`src/rtl/db15_pkg.sv`:
```
// Shared types and field layout for the DB15 SNAC poller.
// Bit 0 of a frame is the first bit shifted in from the adapter.
package db15_pkg;

   typedef enum logic [2:0] {
      ST_GAP      = 3'd0,
      ST_LOAD0    = 3'd1,
      ST_LOAD1    = 3'd2,
      ST_SHIFT_LO = 3'd3,
      ST_SHIFT_HI = 3'd4,
      ST_COMMIT   = 3'd5
   } db15_state_t;

   localparam int BITS_PER_PLAYER = 12;
   localparam int FRAME_BITS      = 24;
   localparam int LOAD_TICKS      = 2;
   localparam int P1_LSB          = 0;
   localparam int P2_LSB          = BITS_PER_PLAYER;
   localparam int PAD_W           = 16;

   // Widens a 12-bit player field to the 16-bit pad word; the upper bits are always zero.
   function automatic logic [PAD_W-1:0] pad_word(input logic [BITS_PER_PLAYER-1:0] bits);
      return {{(PAD_W-BITS_PER_PLAYER){1'b0}}, bits};
   endfunction

endpackage

```
`src/rtl/db15_tick_gen.sv`:
```
// Divider producing a one-cycle tick every CLK_DIV clk_sys cycles (a joy_clk half-period).
// While hold is high the count freezes, so the one-cycle commit step stretches the frame by one cycle.
module db15_tick_gen #(
   parameter int CLK_DIV = 48
) (
   input  logic clk_sys,
   input  logic reset_n,
   input  logic hold,
   output logic tick
);

   localparam int CNT_W = (CLK_DIV > 1) ? $clog2(CLK_DIV) : 1;

   logic [CNT_W-1:0] r_cnt;
   logic             w_wrap;

   assign w_wrap = (r_cnt == CNT_W'(CLK_DIV - 1));
   assign tick   = w_wrap && !hold;

   always_ff @(posedge clk_sys or negedge reset_n) begin
      if (!reset_n) begin
         r_cnt <= '0;
      end else if (!hold) begin
         r_cnt <= w_wrap ? '0 : r_cnt + CNT_W'(1);
      end
   end

endmodule

```
`src/rtl/db15_snac_poller.sv`:
```
// DB15 SNAC adapter poller: loads the adapter shift chain, clocks in 24 active-low bits,
// and only publishes a frame once two consecutive frames agree.
module db15_snac_poller
   import db15_pkg::*;
#(
   parameter int CLK_DIV   = 48,
   parameter int GAP_TICKS = 1000
) (
   input  logic              clk_sys,
   input  logic              reset_n,
   input  logic              enable,
   input  logic              joy_data,
   output logic              joy_clk,
   output logic              joy_load,
   output logic [PAD_W-1:0]  joystick1,
   output logic [PAD_W-1:0]  joystick2,
   output logic              frame_done,
   output db15_state_t       dbg_state
);

   localparam int GAP_W = $clog2(GAP_TICKS + 1);
   localparam int IDX_W = $clog2(FRAME_BITS);

   db15_state_t            r_state;
   logic [GAP_W-1:0]       r_gap;
   logic [IDX_W-1:0]       r_idx;
   logic [FRAME_BITS-1:0]  r_shift;
   logic [FRAME_BITS-1:0]  r_prev;
   logic [PAD_W-1:0]       r_joy1;
   logic [PAD_W-1:0]       r_joy2;
   logic                   r_fd;
   logic                   r_jclk;
   logic                   r_jload;
   logic                   r_sync1;
   logic                   r_sync2;
   logic                   w_tick;
   logic                   w_hold;
   logic [IDX_W-1:0]       w_smp_idx;

   assign w_hold    = (r_state == ST_COMMIT);
   // Bit about to be captured: 0 when leaving LOAD1, otherwise the next index.
   assign w_smp_idx = (r_state == ST_LOAD1) ? '0 : r_idx + IDX_W'(1);

   db15_tick_gen #(.CLK_DIV(CLK_DIV)) u_tick (
      .clk_sys (clk_sys),
      .reset_n (reset_n),
      .hold    (w_hold),
      .tick    (w_tick)
   );

   always_ff @(posedge clk_sys or negedge reset_n) begin
      if (!reset_n) begin
         r_sync1 <= 1'b1;
         r_sync2 <= 1'b1;
      end else begin
         r_sync1 <= joy_data;
         r_sync2 <= r_sync1;
      end
   end

   always_ff @(posedge clk_sys or negedge reset_n) begin
      if (!reset_n) begin
         r_state <= ST_GAP;
         r_gap   <= '0;
         r_idx   <= '0;
         r_shift <= '0;
         r_prev  <= '0;
         r_joy1  <= '0;
         r_joy2  <= '0;
         r_fd    <= 1'b0;
         r_jclk  <= 1'b1;
         r_jload <= 1'b1;
      end else begin
         r_fd <= 1'b0;
         case (r_state)
            ST_GAP: begin
               if (w_tick) begin
                  // Once the gap has elapsed the count parks at its end value until enabled.
                  if (r_gap == GAP_W'(GAP_TICKS - 1)) begin
                     if (enable) begin
                        r_state <= ST_LOAD0;
                        r_jload <= 1'b0;
                        r_gap   <= '0;
                     end
                  end else begin
                     r_gap <= r_gap + GAP_W'(1);
                  end
               end
            end
            ST_LOAD0: begin
               if (w_tick) r_state <= ST_LOAD1;
            end
            ST_LOAD1: begin
               if (w_tick) begin
                  r_state              <= ST_SHIFT_LO;
                  r_jload              <= 1'b1;
                  r_jclk               <= 1'b0;
                  r_idx                <= '0;
                  r_shift[w_smp_idx]   <= ~r_sync2;
               end
            end
            ST_SHIFT_LO: begin
               if (w_tick) begin
                  r_state <= ST_SHIFT_HI;
                  r_jclk  <= 1'b1;
               end
            end
            ST_SHIFT_HI: begin
               if (w_tick) begin
                  if (r_idx == IDX_W'(FRAME_BITS - 1)) begin
                     r_state <= ST_COMMIT;
                  end else begin
                     r_state            <= ST_SHIFT_LO;
                     r_jclk             <= 1'b0;
                     r_idx              <= w_smp_idx;
                     r_shift[w_smp_idx] <= ~r_sync2;
                  end
               end
            end
            ST_COMMIT: begin
               if (r_shift == r_prev) begin
                  r_joy1 <= pad_word(r_shift[P1_LSB +: BITS_PER_PLAYER]);
                  r_joy2 <= pad_word(r_shift[P2_LSB +: BITS_PER_PLAYER]);
               end
               r_prev  <= r_shift;
               r_fd    <= 1'b1;
               r_state <= ST_GAP;
            end
            default: r_state <= ST_GAP;
         endcase
      end
   end

   assign joy_clk    = r_jclk;
   assign joy_load   = r_jload;
   assign joystick1  = r_joy1;
   assign joystick2  = r_joy2;
   assign frame_done = r_fd;
   assign dbg_state  = r_state;

endmodule

```
`config.mk`:
```
export PLATFORM = sky130hd
export DESIGN_NAME = db15_snac_poller
export DESIGN_NICKNAME = d
export VERILOG_FILES = /design/src/rtl/db15_pkg.sv /design/src/rtl/db15_tick_gen.sv /design/src/rtl/db15_snac_poller.sv
export SDC_FILE = /design/constraint.sdc
export NUM_CORES = 1
export LEC_CHECK = 0
export ABC_AREA = 0
export BUFFER_PORTS_ARGS = -buffer_cell sky130_fd_sc_hd__buf_4
export CAP_MARGIN = 20
export CORE_MARGIN = 8
export CORE_UTILIZATION = 35
export DETAILED_ROUTE_END_ITERATION = 7
export PLACE_DENSITY = 0.54
export SYNTH_ARGS = -nofsm -noshare
export SYNTH_HDL_FRONTEND = slang
export SYNTH_SLANG_ARGS = --single-unit
```
`constraint.sdc`:
```
create_clock -name clk_sys -period 4.7 [get_ports clk_sys]
set_input_delay 0.94 -clock clk_sys [delete_from_list [all_inputs] [get_ports clk_sys]]
set_output_delay 0.94 -clock clk_sys [all_outputs]
set_load 0.005 [all_outputs]
```
# After elaboration in Yosys (flattened, before gate mapping)

Index checks and enable logic that the tools add are counted.

Output and inout port bits: 38
Bits in registers: 101
Logic and storage cells: 84

Muxes and demuxes: 34
Add/sub/neg operators: 3
Reduce and logical (&&, ||, !) cells: 13
Equality and inequality tests: 18
Bitwise logic cells: 1
Magnitude comparators: 2

Operators by type and width:

| operator                                                   | number |
|---|---|
| 2-to-1 mux 24 bit                                          | 3 |
| one-hot mux 24 bit (2 select lines)                        | 1 |
| bitwise mux 24 bit                                         | 1 |
| equality test 24 bit                                       | 1 |
| 2-to-1 mux 3 bit                                           | 8 |
| 2-to-1 mux 10 bit                                          | 2 |
| 2-to-1 mux 5 bit                                           | 4 |
| one-hot mux 3 bit (5 select lines)                         | 1 |
| adder 10 x 1 -> 10 bit, second input constant              | 1 |
| equality test 10 bit, second input constant                | 1 |
| != test 2 x 1 -> 1 bit, second input constant              | 5 |
| one-hot mux 5 bit (2 select lines)                         | 1 |
| AND reduction 5 bit                                        | 2 |
| 2-to-1 mux 1 bit                                           | 9 |
| != test 2 bit, second input constant                       | 4 |
| AND reduction 7 bit                                        | 1 |
| adder 6 x 1 -> 6 bit, second input constant                | 1 |
| equality test 3 x 2 -> 1 bit, second input constant        | 2 |
| equality test 3 bit, second input constant                 | 2 |
| equality test 6 bit, second input constant                 | 1 |
| less-than comparator 5 x 6 -> 1 bit, second input constant | 1 |
| 2-to-1 mux 6 bit                                           | 1 |
| adder 5 x 1 -> 5 bit, second input constant                | 1 |
| demux 1 bit (select 5 bit)                                 | 1 |
| other kinds (14)                                           | 16 |

# Depth between registers and ports, before layout

Gate-level depths: netlist (run 1).

Depth in word-level cells: 10
Depth in mapped cells: 9
Mapped depth without buffers: 6

# Hierarchy

A second synthesis (run 1) with hierarchy kept.

Cells, all modules: 422
Area, all modules: 4877.2 um2

By module, submodules not included:

| module           | cells an instance | instances | seq. area each (um2) | area each (um2) |
|---|---|---|---|---|
| db15_snac_poller | 399               | 1         | 2382.3               | 4581.9 |
| db15_tick_gen    | 23                | 1         | 150.1                | 295.3 |

# Worst setup path after synthesis (run 1)

OpenSTA, ideal clock, no wires.

Kind: register to register
Start point: register r_idx[1]
End point: register r_shift[12]
Data arrival time: 1763 ps
Slack: 2800 ps
Setup time: 137 ps
Required time: 4563 ps
Cell stages (with the launch flop): 8
Clock period less this slack: 1900 ps
Path buffers: 1
Cells stage by stage: dfrtp_1 -> ha_1 -> buf_4 -> and2b_1 -> nand2_1 -> a211o_1 -> or4_1 -> mux2i_1

Cells in the longest elaborated chain, start to end: 10
Elaborated cells on any way between the ends: 15
Classes of those cells: 1 x add/sub; 2 x order compare; 2 x eq/ne; 8 x mux; 2 x reduce/logical

Ends and longest elaborated chain:

| what                                                                                                                           | RTL line                                        | text |
|---|---|---|
| start: declaration                                                                                                             | db15_snac_poller.sv:26                          | `logic [IDX_W-1:0] r_idx;` |
| start signal: assignment                                                                                                       | db15_snac_poller.sv:115                         | `r_idx <= w_smp_idx;` |
| adder 5 x 1 -> 5 bit                                                                                                           | db15_snac_poller.sv:42                          | `assign w_smp_idx = (r_state == ST_LOAD1) ? '0 : r_idx + IDX_W'(1);` |
| 2-to-1 mux 5 bit                                                                                                               | db15_snac_poller.sv:42                          |  |
| less-than comparator 5 x 6 -> 1 bit (not written as such) / greater-or-equal comparator 5 x 1 -> 1 bit (equally long branches) | db15_snac_poller.sv:99, db15_snac_poller.sv:116 |  |
| logical AND 1 bit (not written as such)                                                                                        | db15_snac_poller.sv:99, db15_snac_poller.sv:116 |  |
| 2-to-1 mux 1 bit (not written as such)                                                                                         | db15_snac_poller.sv:99, db15_snac_poller.sv:116 |  |
| demux 1 bit (select 5 bit)                                                                                                     | db15_snac_poller.sv:99, db15_snac_poller.sv:116 |  |
| bitwise mux 24 bit                                                                                                             | db15_snac_poller.sv:99, db15_snac_poller.sv:116 |  |
| 2-to-1 mux 24 bit                                                                                                              | db15_snac_poller.sv:110                         | `if (r_idx == IDX_W'(FRAME_BITS - 1)) begin` |
| 2-to-1 mux 24 bit                                                                                                              | db15_snac_poller.sv:109                         | `if (w_tick) begin` |
| one-hot mux 24 bit (2 select lines)                                                                                            | db15_snac_poller.sv:75                          | `case (r_state)` |
| end signal: indexed assignment                                                                                                 | db15_snac_poller.sv:99                          | `r_shift[w_smp_idx] <= ~r_sync2;` |
| end signal: indexed assignment                                                                                                 | db15_snac_poller.sv:116                         | `r_shift[w_smp_idx] <= ~r_sync2;` |
| end: declaration                                                                                                               | db15_snac_poller.sv:27                          | `logic [FRAME_BITS-1:0] r_shift;` |

Several ways; a longest one is shown, not always the timed one. The select of a mux whose other input is x is not followed.
A chain may end at the register's enable or synchronous reset.

# Final worst setup path (run 1)

Start point: register r_state[1] (netlist: dbg_state[1])
End point: register r_joy1[2] (netlist: joystick1[2])

Cells in the longest elaborated chain, start to end: 2

Ends and longest elaborated chain:

| what                                 | RTL line                | text |
|---|---|---|
| start: declaration                   | db15_snac_poller.sv:24  | `db15_state_t r_state;` |
| start signal: assignment             | db15_snac_poller.sv:63  | `r_state <= ST_GAP;` |
| start signal: assignment             | db15_snac_poller.sv:81  | `r_state <= ST_LOAD0;` |
| start signal: assignment             | db15_snac_poller.sv:91  | `if (w_tick) r_state <= ST_LOAD1;` |
| equality test 3 bit                  | db15_snac_poller.sv:75  |  |
| AND reduction 2 bit (no source line) | --                      |  |
| end signal: assignment               | db15_snac_poller.sv:122 | `r_joy1 <= pad_word(r_shift[P1_LSB +: BITS_PER_PLAYER]);` |
| end: declaration                     | db15_snac_poller.sv:29  | `logic [PAD_W-1:0] r_joy1;` |

No other way between the ends.

==> results of run 1 <==
## synthesized netlist by cell type (all sizes together) (4+ instances only)
| cell type | instances |
|---|---|
| a31oi | 5 |
| xnor2 | 22 |
| nand3 | 9 |
| a21oi | 4 |
| nor3 | 10 |
| nand2 | 64 |
| inv | 23 |
| nand4 | 12 |
| o31ai | 8 |
| xor2 | 10 |
| nor2 | 25 |
| dfrtp | 97 |
| nor4 | 6 |
| nor2b | 6 |
| mux2i | 19 |
| nand2b | 4 |
| buf | 20 |
| clkbuf | 11 |
| o21ai | 37 |
| mux2 | 26 |
| dfstp | 4 |
## per-layer routing
metal | vias to the layer above | part of all wire [%]
met2 | 52 | 46
met3 | 12 | 5.0
met4 | 0 | 1.5
met1 | 1540 | 48
li1 | 1605 | -
met5 | - | 0
## through the flow
| step | power (mW) | worst slack [ns] | util (%) | hold WS (ns) | cells |
|---|---|---|---|---|---|
| after CTS | 1.67 | 1.77 | 40.1 | 0.358 | 665 |
| after global placement | 0.913 | 1.83 | 38.0 | 0.348 | 651 |
| final | 1.63 | 1.82 | 40.1 | 0.356 | 665 |
| after floorplan | 0.897 | 2.80 | - | 0.345 | 468 |
| after detailed placement | 0.913 | 1.78 | 38.0 | 0.349 | 651 |
| after global routing | 1.71 | 1.61 | 40.1 | 0.364 | 665 |
## worst max-delay path: cells and delay by family (launching register included)
| family | cells | cell delay (ns) |
|---|---|---|
| simple gates | 4 | 1.79 |
| mux | 1 | 0.49 |
| flops | 1 | 0.46 |
## placed cells by master (no fill, tap or decap), drive strengths merged, types with 4 or more instances in the layout
master   n
inv     24
dfstp    4
xor2    10
mux2i   19
nand3    9
nor3    10
o21ai   37
nand4   12
nor2    25
buf     34
nand2b   4
conb     8
o31ai    8
nor2b    6
mux2    26
xnor2   22
a31oi    5
clkbuf  11
nand2   64
dfrtp   97
a21oi    4
nor4     6
## report_power, final
| group | internal [mW] | switching (mW) | leakage, nW |
|---|---|---|---|
| sequential | 0.871 | 0.00361 | 1.36 |
| clock | 0.423 | 0.315 | 0.138 |
| combinational | 0.00245 | 0.0186 | 1.11 |
## layout make-up
type	count	area (um^2)	area share (%)
clock buffer	11	243	4.40
tap	180	225	4.08
multi-input combinational	313	2130	38.6
clock inverter	3	46.3	0.839
timing repair buffer	34	255	4.62
inverter	23	86.3	1.56
sequential	101	2530	45.9
## logic make-up after synthesis
group / after synthesis / synth area share (%)
AND/OR/NAND/NOR: 155 / 16.2
flip-flops: 101 / 51.7
AO/OA/AOI/OAI: 70 / 8.83
buffers and inverters: 54 / 5.41
multiplexers: 45 / 11.4
XOR/XNOR: 32 / 5.72
adder cells (fa/ha/maj): 3 / 0.766
other: 1 / 0.0765
## how the worst max path moves through the flow
stage                               to    startpoint  slack [ns]  depth (start not counted)
after floorplan            r_shift[12]      r_idx[1]        2.80                          7
after global placement    joystick2[1]  dbg_state[1]        1.83                          5
after detailed placement  joystick1[4]  dbg_state[1]        1.78                          5
after CTS                 joystick2[4]  dbg_state[1]        1.77                          5
after global routing      joystick1[1]  dbg_state[1]        1.61                          5
final                     joystick1[2]  dbg_state[1]        1.82                          5
## registers in the layout (all words and copies together) (netlist names), 3 cells and up
| name | cells |
|---|---|
| dbg_state | 3 |
| joystick1 | 12 |
| joystick2 | 12 |
| r_gap | 10 |
| r_idx | 5 |
| r_prev | 24 |
| r_shift | 24 |
| u_tick.r_cnt | 6 |
==> results.tsv, run 1 <==
stage	metric	value	unit
route	dr.first_iter.drc_count	153	
synthesis	synth-async-reset-ratio	100	%
pwr	ir_drop	0.270	mV
pwr	powerDensity	296	mW/mm^2
synthesis	synth_area	0.00490	mm^2
timing	setup-tns-final	0	ns
worst_hold_path	hold_path_end	r_sync2	
global_route	grt_pass1_wl	16900	um
placement	port_buffers	33	
clocking	cts_setup_buffers	0	
global_route	use_met3	3.70	%
floorplanning	core_area	0.0138	mm^2
timing	grt_setup_unrepaired	false	
route	via_per_inst	4.83	
clocking	clk_path_buf_depth	2	
critical_path	cp_max_fo	48	
synthesis	synth_area_leaders	dfrtp_1, mux2_4, nand2_1	
cells_and_area	antenna_cells	0	
critical_path	required	4.93	ns
floorplanning	dieArea	0.0180	mm^2
clocking	cts_tree	done	
route	vias	3209	
global_route	use_met1	15.2	%
global_route	antenna_found_initial	0	
timing	fmax	347	MHz
status	status	finished, final reports clean	
clocking	htree_levels	3	
global_route	grt.busiest_layer	met2	
route	ant_nets	0	
placement	globalplace.congestion	0.812	
cells_and_area	drive_above_1_share	17.7	%
synthesis	ys_seq_elements	101	
clocking	ctsResizeCount	0	
global_route	grt_remaining_overflow	0	
critical_path	endpoint_kind	flip-flop	
timing	worst_slew_pin_slew	0.918	ns
critical_path	r2r_cells	5	
critical_path	critical_path.cell_chain	and2b_1 -> nand2_2 -> nor4_4 -> nand4_4 -> mux2_4	
global_route	gr-usage-all-layers	11.9	%
route	route.detailed.drc	0	
cells_and_area	fillers	1399	
synthesis	synth_top_cell_area_share	49.5	%
global_route	grt_max_degree	74	
floorplanning	die_w	134	um
worst_hold_path	min_path_type	reg -> reg	
synthesis	synth-edff-count	0	
clocking	insertion_delay	0.35	ns
critical_path	path_class	reg -> reg	
critical_path	r2r-end	joystick1[2]	
synthesis	seq_area_frac_synth	51.7	%
floorplanning	die_h	134	um
placement	dp_hpwl	6950	um
floorplanning	pin_count	42	
timing	setup_viol	0	
critical_path	rrSetupSlack	1.82	ns
critical_path	cp.arrival	3.11	ns
cells_and_area	fin_nets	489	
global_route	grt_pass1_vias	3278	
worst_hold_path	worstHoldPathCells	0	
clocking	postCtsHoldBufs	0	
timing	final_max_slew_viol_count	0	
critical_path	critPathLaunchType	flip-flop	
placement	placedInstanceArea	0.00523	mm^2
floorplanning	start_util	35.6	%
synthesis	synthCells	461	
worst_hold_path	min_from	r_sync1	
clocking	cts_buffers	9	
floorplanning	row_count	43	
clocking	numClockSinks	101	
cells_and_area	final_area	0.00552	mm^2
synthesis	yosysWarnings	0	
pwr	p_leak	2.60	nW
critical_path	crit_slowest_cell	nand4_4	
global_route	groute.layer.met2.usage	18.6	%
synthesis	synth_area_leader_cell	dfrtp_1	
route	routed_wl	10000	um
job	cap_violations	0	
synthesis	netlist-cell-type-count	56	
timing	min_period	2.88	ns
timing	slew_headroom	38.8	%
timing	fin_crit_sh	61.3	%
route	drt-pass1-iter-count	4	
synthesis	syn_area_per_cell	10.6	um^2
clocking	cts_root_buf	clkbuf_16	
timing	finalHoldViolCount	0	
route	drt-wirelength-per-cell	15.1	um
timing	finalClockSkew	0.00963	ns
critical_path	timing.rr.start	dbg_state[1]	
clocking	cts.reportedPaths.clkPinSlew	0.06	ns
synthesis	ys_dominant_reg_cell	dfrtp_1	
critical_path	max_stage_delay	0.55	ns
cells_and_area	syn_to_final_growth	12.6	%
(Power assumes the default switching activity.)
==> run 2: changes to the inputs <==
ABC_AREA = 1   (was 0)
PLACE_DENSITY = 0.55   (was 0.54)
clock period = 2.4 ns   (was 4.7 ns; I/O delays follow)
==> run 2 against run 1 <==
  * Combinational power increased to 2.7 times the previous value
  * Cell count increased by 49%
  * Worst setup slack got worse by 1.4 ns
  * Clock skew decreased by 0.0029 ns
  * Wire length increased by 20%
  * Global-route usage increased by 1.2 points
==> results.tsv, run 2 <==
stage	metric	value	unit	change
clocking	postCtsHoldBufs	0		unchanged
pwr	ir_drop	0.287	mV	was 0.270 mV
critical_path	endpoint_kind	flip-flop		unchanged
route	route.detailed.drc	0		unchanged
synthesis	seq_area_frac_synth	46.3	%	was 51.7%
pwr	powerDensity	524	mW/mm^2	was 296 mW/mm^2
critical_path	timing.critical_path.mode_cell	nand2_1		
cells_and_area	final_area	0.00622	mm^2	was 0.00552 mm^2
timing	worst_slew_pin_slew	0.652	ns	was 0.918 ns
global_route	use_met1	18.1	%	was 15.2%
timing	min_period	2.01	ns	was 2.88 ns
cells_and_area	antenna_cells	0		unchanged
floorplanning	start_util	35.8	%	was 35.6%
floorplanning	core_area	0.0153	mm^2	was 0.0138 mm^2
timing	finalHoldViolCount	0		unchanged
placement	dp_hpwl	8590	um	was 6950 um
critical_path	cp_max_fo	27		was 48
timing	slew_headroom	56.5	%	was 38.8%
cells_and_area	fin_nets	786		was 489
clocking	ctsResizeCount	0		unchanged
global_route	grt_pass1_vias	4278		was 3278
synthesis	synthTopCellsByCount	nand2_1, inv_1, dfrtp_1		was dfrtp_1, nand2_1, o21ai_0
clocking	htree_levels	3		unchanged
synthesis	netlist-cell-type-count	30		was 56
global_route	use_met3	2.90	%	was 3.70%
critical_path	r2r_cells	7		was 5
cells_and_area	layoutNonFillerInstCount	994		was 665
route	via_per_inst	4.45		was 4.83
placement	port_buffers	33		unchanged
placement	placedInstanceArea	0.00592	mm^2	was 0.00523 mm^2
cells_and_area	final_common_cell	nand2_1		was dfrtp_1
synthesis	yosysMostFrequentCell	nand2_1		was dfrtp_1
timing	fin_crit_sh	83.8	%	was 61.3%
synthesis	synth_area_leader_cell	dfrtp_1		unchanged
pwr	p_leak	3.18	nW	was 2.60 nW
critical_path	critPathLaunchType	flip-flop		unchanged
critical_path	path_class	reg -> reg		unchanged
global_route	grt_remaining_overflow	0		unchanged
route	routed_wl	12000	um	was 10000 um
synthesis	synth_top_cell_area_share	44.4	%	was 49.5%
floorplanning	row_count	45		was 43
cells_and_area	seqCellArea	0.00253	mm^2	unchanged
global_route	grt_pass1_wl	21100	um	was 16900 um
clocking	insertion_delay	0.35	ns	about the same
cells_and_area	top_regs	r_prev x24, r_shift x24		unchanged
route	ant_nets	0		unchanged
critical_path	crit_slowest_cell	dfrtp_1		was nand4_4
floorplanning	die_w	141	um	was 134 um
critical_path	r2r-end	r_idx[0]		was joystick1[2]
global_route	grt.busiest_layer	met2		unchanged
floorplanning	dieArea	0.0199	mm^2	was 0.0180 mm^2
critical_path	cp.arrival	2.29	ns	was 3.11 ns
synthesis	synth_area	0.00547	mm^2	was 0.00490 mm^2
cells_and_area	syn_to_final_growth	13.7	%	was 12.6%
critical_path	required	2.67	ns	was 4.93 ns
status	status	finished, final reports clean		unchanged
clocking	clk_path_buf_depth	2		unchanged
placement	globalplace.congestion	0.829		was 0.812
synthesis	ys_seq_elements	101		unchanged
job	cap_violations	0		unchanged
synthesis	synth-async-reset-ratio	100	%	unchanged
synthesis	synth-edff-count	0		unchanged
timing	setup-tns-final	0	ns	unchanged
cells_and_area	multi_input_area	0.00235	mm^2	was 0.00213 mm^2
timing	fmax	497	MHz	was 347 MHz
clocking	cts_buffers	9		unchanged
synthesis	synth_area_leaders	dfrtp_1, nand2_1, inv_1		was dfrtp_1, mux2_4, nand2_1
critical_path	rrSetupSlack	0.39	ns	was 1.82 ns
floorplanning	pin_count	42		unchanged
route	dr.first_iter.drc_count	220		was 153
global_route	antenna_found_initial	0		unchanged
synthesis	yosysWarnings	0		unchanged
floorplanning	die_h	141	um	was 134 um
timing	setup_viol	0		unchanged
timing	final_max_slew_viol_count	0		unchanged
synthesis	synthCells	748		was 461
cells_and_area	fillers	1604		was 1399
placement	dp_cells	979		was 651
timing	finalClockSkew	0.00672	ns	was 0.00963 ns
clocking	cts.reportedPaths.clkPinSlew	0.07	ns	was 0.06 ns
global_route	grt_max_degree	49		was 74
cells_and_area	drive_above_1_share	10.6	%	was 17.7%
synthesis	syn_area_per_cell	7.31	um^2	was 10.6 um^2
critical_path	timing.rr.start	dbg_state[2]		was dbg_state[1]
synthesis	ys_dominant_reg_cell	dfrtp_1		unchanged
timing	grt_setup_unrepaired	false		unchanged
cells_and_area	layout_common_cells	nand2_1, inv_1, dfrtp_1, nor2_1, nand3_1		was dfrtp_1, nand2_1, o21ai_0, buf_4, nor2_1
clocking	cts_root_buf	clkbuf_16		unchanged
clocking	cts_tree	done		unchanged
route	drt-pass1-iter-count	4		unchanged
critical_path	critical_path.cell_chain	inv_2 -> nand3_2 -> nand2_1 -> nand2_1 -> nor2_4 -> nand2_1 -> a21oi_1		was and2b_1 -> nand2_2 -> nor4_4 -> nand4_4 -> mux2_4
global_route	gr-usage-all-layers	13.1	%	was 11.9%
worst_hold_path	min_path_type	in -> async		was reg -> reg
global_route	groute.layer.met2.usage	19.3	%	was 18.6%
clocking	numClockSinks	101		unchanged
clocking	cts_setup_buffers	0		unchanged
critical_path	max_stage_delay	0.45	ns	was 0.55 ns
route	drt-wirelength-per-cell	12.1	um	was 15.1 um
route	vias	4427		was 3209
run 2: changes by cell type in the layout (fill, tap and decap cells not counted), sizes merged, moves of 23 or more:
cell / change
inv: +95
mux2: -26
nand2: +181
nand3: +49
nor2: +46
o21bai: +23
run 2: cell type report:
| cell class | instances | share of cell area, % |
|---|---|---|
| sequential | 101 | 40.7 |
| multi-input combinational | 507 | 37.9 |
| timing repair buffer | 41 | 5.15 |
| tap | 211 | 4.25 |
| clock buffer | 12 | 4.13 |
| inverter | 119 | 7.18 |
| clock inverter | 3 | 0.704 |
run 2: report_power, final:
group          internal, mW  switching, mW  leakage (nW)
clock                 0.863          0.633         0.149
combinational        0.0101         0.0463          1.68
sequential             1.71        0.00215          1.35
total                  2.58          0.682          3.18
run 2: cell families (layout without fill, tap and decap cells):
logic type      Yosys count  after routing  synth area share, %
flops                   101            101                 46.3
buf+inv                 147            175                 11.1
fa+ha+maj                 3              3                0.687
simple gates            417            417                 32.7
other cells               1              8               0.0686
compound gates           70             70                 7.69
xor+xnor                  9              9                 1.44
run 2: worst max-delay path, delay by kind of cell (launching register included):
| family | cells | cell delay (ns) |
|---|---|---|
| and+or+nand+nor | 5 | 1.16 |
| DFF | 1 | 0.45 |
| AOI/OAI and AO/OA | 1 | 0.18 |
| buffers and inverters | 1 | 0.13 |
run 2: per-stage QoR:
step | power, mW | hold WS [ns] | setup WS [ns] | util, %
final | 3.26 | 0.0994 | 0.388 | 40.7
after global routing | 3.39 | 0.141 | 0.105 | 40.7
after CTS | 3.32 | 0.117 | 0.407 | 40.7
after detailed placement | 1.80 | 0.349 | 0.423 | 38.8
after global placement | 1.80 | 0.346 | 0.481 | 38.8
after floorplan | 1.76 | 0.184 | 0.827 | -
run 2: worst max path at each step:
stage	slack, ns	from	endpoint
floorplan	0.83	r_idx[0]	r_shift[5]
global placement	0.48	dbg_state[2]	r_idx[2]
detailed placement	0.42	dbg_state[2]	r_idx[0]
CTS	0.41	dbg_state[2]	r_idx[0]
global route	0.10	dbg_state[2]	r_idx[0]
finish	0.39	dbg_state[2]	r_idx[0]
run 2: per-layer routing:
layer / up-vias / wire length, um
met5: - / 0
met4: 0 / 202
met3: 14 / 485
met2: 72 / 5080
met1: 1956 / 6260
li1: 2385 / -
==> run 3: changes to the inputs <==
PLACE_DENSITY = 0.53   (was 0.55)
clock period = 1.9 ns   (was 2.4 ns; I/O delays follow)
==> run 3 against run 2 <==
  * Largest power group unchanged
  * Flip-flop and latch count unchanged
  * Combinational power increased by 32%
  * Clock skew decreased by 0.00069 ns
  * Sequential share of layout area decreased by 1.1 points
  * Non-clock buffer count increased by 10
  * Register-to-register slack got worse by 0.22 ns
  * Via count increased by 4.2%
  * Wire length increased by 3.6%
  * Hold slack improved by 0.033 ns
==> results.tsv, run 3 (synthesis results as in run 2) <==
stage	metric	value	unit	change
cells_and_area	drive_above_1_share	12.6	%	was 10.6%
critical_path	cp.arrival	1.98	ns	was 2.29 ns
global_route	grt_max_degree	37		was 49
critical_path	cp_max_fo	8		was 27
clocking	numClockSinks	101		unchanged
critical_path	timing.rr.start	r_idx[0]		was dbg_state[2]
job	cap_violations	0		unchanged
cells_and_area	fin_nets	796		was 786
worst_hold_path	min_from	joy_data		
timing	finalHoldViolCount	0		unchanged
cells_and_area	layout_common_cells	nand2_1, inv_1, dfrtp_1, nor2_1, nand3_1		unchanged
global_route	grt_pass1_vias	4487		was 4278
clocking	cts.reportedPaths.clkPinSlew	0.07	ns	about the same
clocking	cts_buffers	9		unchanged
route	wl_met2	5760	um	was 5080 um
critical_path	r2r_cells	10		was 7
floorplanning	core_area	0.0153	mm^2	unchanged
critical_path	required	2.15	ns	was 2.67 ns
critical_path	path_class	reg -> reg		unchanged
timing	worst_slew_pin_slew	0.629	ns	was 0.652 ns
global_route	grt_pass1_wl	21700	um	was 21100 um
route	ant_nets	0		unchanged
global_route	antenna_found_initial	0		unchanged
pwr	ir_drop	0.430	mV	was 0.287 mV
timing	finalClockSkew	0.00604	ns	was 0.00672 ns
route	dr.first_iter.drc_count	205		was 220
timing	fmax	578	MHz	was 497 MHz
critical_path	critPathLaunchType	flip-flop		unchanged
pwr	powerDensity	646	mW/mm^2	was 524 mW/mm^2
route	highest_layer	met4		unchanged
clocking	insertion_delay	0.35	ns	about the same
floorplanning	die_w	141	um	unchanged
pwr	p_leak	3.25	nW	was 3.18 nW
timing	grt_setup_unrepaired	true		was false
cells_and_area	final_util	41.9	%	was 40.7%
route	met1Wirelength	5880	um	was 6260 um
timing	final_max_slew_viol_count	0		unchanged
timing	setup-tns-final	0	ns	unchanged
route	drt-wirelength-per-cell	12.4	um	was 12.1 um
floorplanning	pin_count	42		unchanged
critical_path	crit_start	r_idx[0]		was dbg_state[2]
global_route	gr-usage-all-layers	13.4	%	was 13.1%
placement	globalplace.congestion	0.833		was 0.829
route	route.detailed.drc	0		unchanged
clocking	cts_tree	done		unchanged
critical_path	r2r-end	r_shift[11]		was r_idx[0]
route	via_per_inst	4.59		was 4.45
cells_and_area	syn_to_final_growth	17.0	%	was 13.7%
clocking	cts_setup_buffers	0		unchanged
route	routed_wl	12500	um	was 12000 um
global_route	grt_remaining_overflow	0		unchanged
placement	dp_hpwl	9150	um	was 8590 um
timing	fin_crit_sh	91.0	%	was 83.8%
cells_and_area	top_regs	r_prev x24, r_shift x24		unchanged
worst_hold_path	min_path_type	in -> reg		was in -> async
clocking	clk_path_buf_depth	2		unchanged
placement	port_buffers	33		unchanged
timing	slew_headroom	58.0	%	was 56.5%
floorplanning	row_count	45		unchanged
floorplanning	dieArea	0.0199	mm^2	unchanged
timing	setup_viol	0		unchanged
floorplanning	die_h	141	um	unchanged
timing	min_period	1.73	ns	was 2.01 ns
route	drt-pass1-iter-count	4		unchanged
route	vias	4614		was 4427
clocking	htree_levels	3		unchanged
critical_path	endpoint_kind	flip-flop		unchanged
critical_path	cp-endpoint	r_shift[11]		was r_idx[0]
status	status	finished, final reports clean		unchanged
cells_and_area	antenna_cells	0		unchanged
route	wl_met3	541	um	was 485 um
critical_path	rrSetupSlack	0.17	ns	was 0.39 ns
clocking	cts_root_buf	clkbuf_16		unchanged
cells_and_area	final_common_cell	nand2_1		unchanged
floorplanning	start_util	35.8	%	unchanged
## run 3: area by class of cell
| cell class | count | area (um^2) |
|---|---|---|
| fill | 1545 | 8860 |
| clock buffer | 11 | 243 |
| clock inverter | 5 | 57.6 |
| inverter | 119 | 450 |
| tap | 211 | 264 |
| sequential | 101 | 2530 |
| timing repair buffer | 51 | 435 |
| multi-input combinational | 507 | 2410 |
## run 3: worst min-delay path by stage
stage | to | slack [ns] | depth (start not counted)
4_1_cts | r_sync1 | 0.12 | 1
5_1_grt | r_sync1 | 0.11 | 1
3_3_place_gp | joystick2[3] | 0.22 | 1
2_1_floorplan | dbg_state[0] | 0.08 | 0
3_5_place_dp | joystick2[3] | 0.22 | 1
6_report | r_sync1 | 0.13 | 1
## run 3: critical path: stages (launching register included)
cell     delay (ns)
dfrtp_1        0.42
ha_1           0.26
nand2_1        0.09
inv_1          0.07
nor2_1         0.12
nand2_2        0.12
buf_4          0.20
nand3_1        0.16
nor2_1         0.06
nor2_1         0.08
nor2_1         0.05
## run 3: per-stage QoR
stage	cell area (um^2)	hold slack, ns	setup WS (ns)	total power [mW]	instances
after floorplan	5490	0.0844	0.327	2.22	755
after global placement	6020	0.223	0.168	2.28	988
after detailed placement	6020	0.222	0.0851	2.28	988
after CTS	6330	0.118	0.0755	4.21	1005
after global routing	6400	0.113	-0.0511	4.30	1005
final	6400	0.132	0.170	4.13	1005
## run 3: timing repair
action | CTS | global route
endpoints found under the hold margin | 6 | 0
endpoints found under the setup margin | 0 | 22
hold buffers | 1 | 0
resized for setup | 0 | 14
## run 3: report_power, final
part           switching [mW]  leakage (nW)  internal (mW)
clock                   0.836         0.150           1.06
combinational          0.0574          1.74         0.0171
sequential            0.00393          1.35           2.15
total                   0.897          3.25           3.23
## run 3: layer usage
layer	vias to the layer above	GRT usage, %
met2	64	21.3
met5	-	0
met3	20	3.95
li1	2402	-
met1	2128	16.7
met4	0	5.15
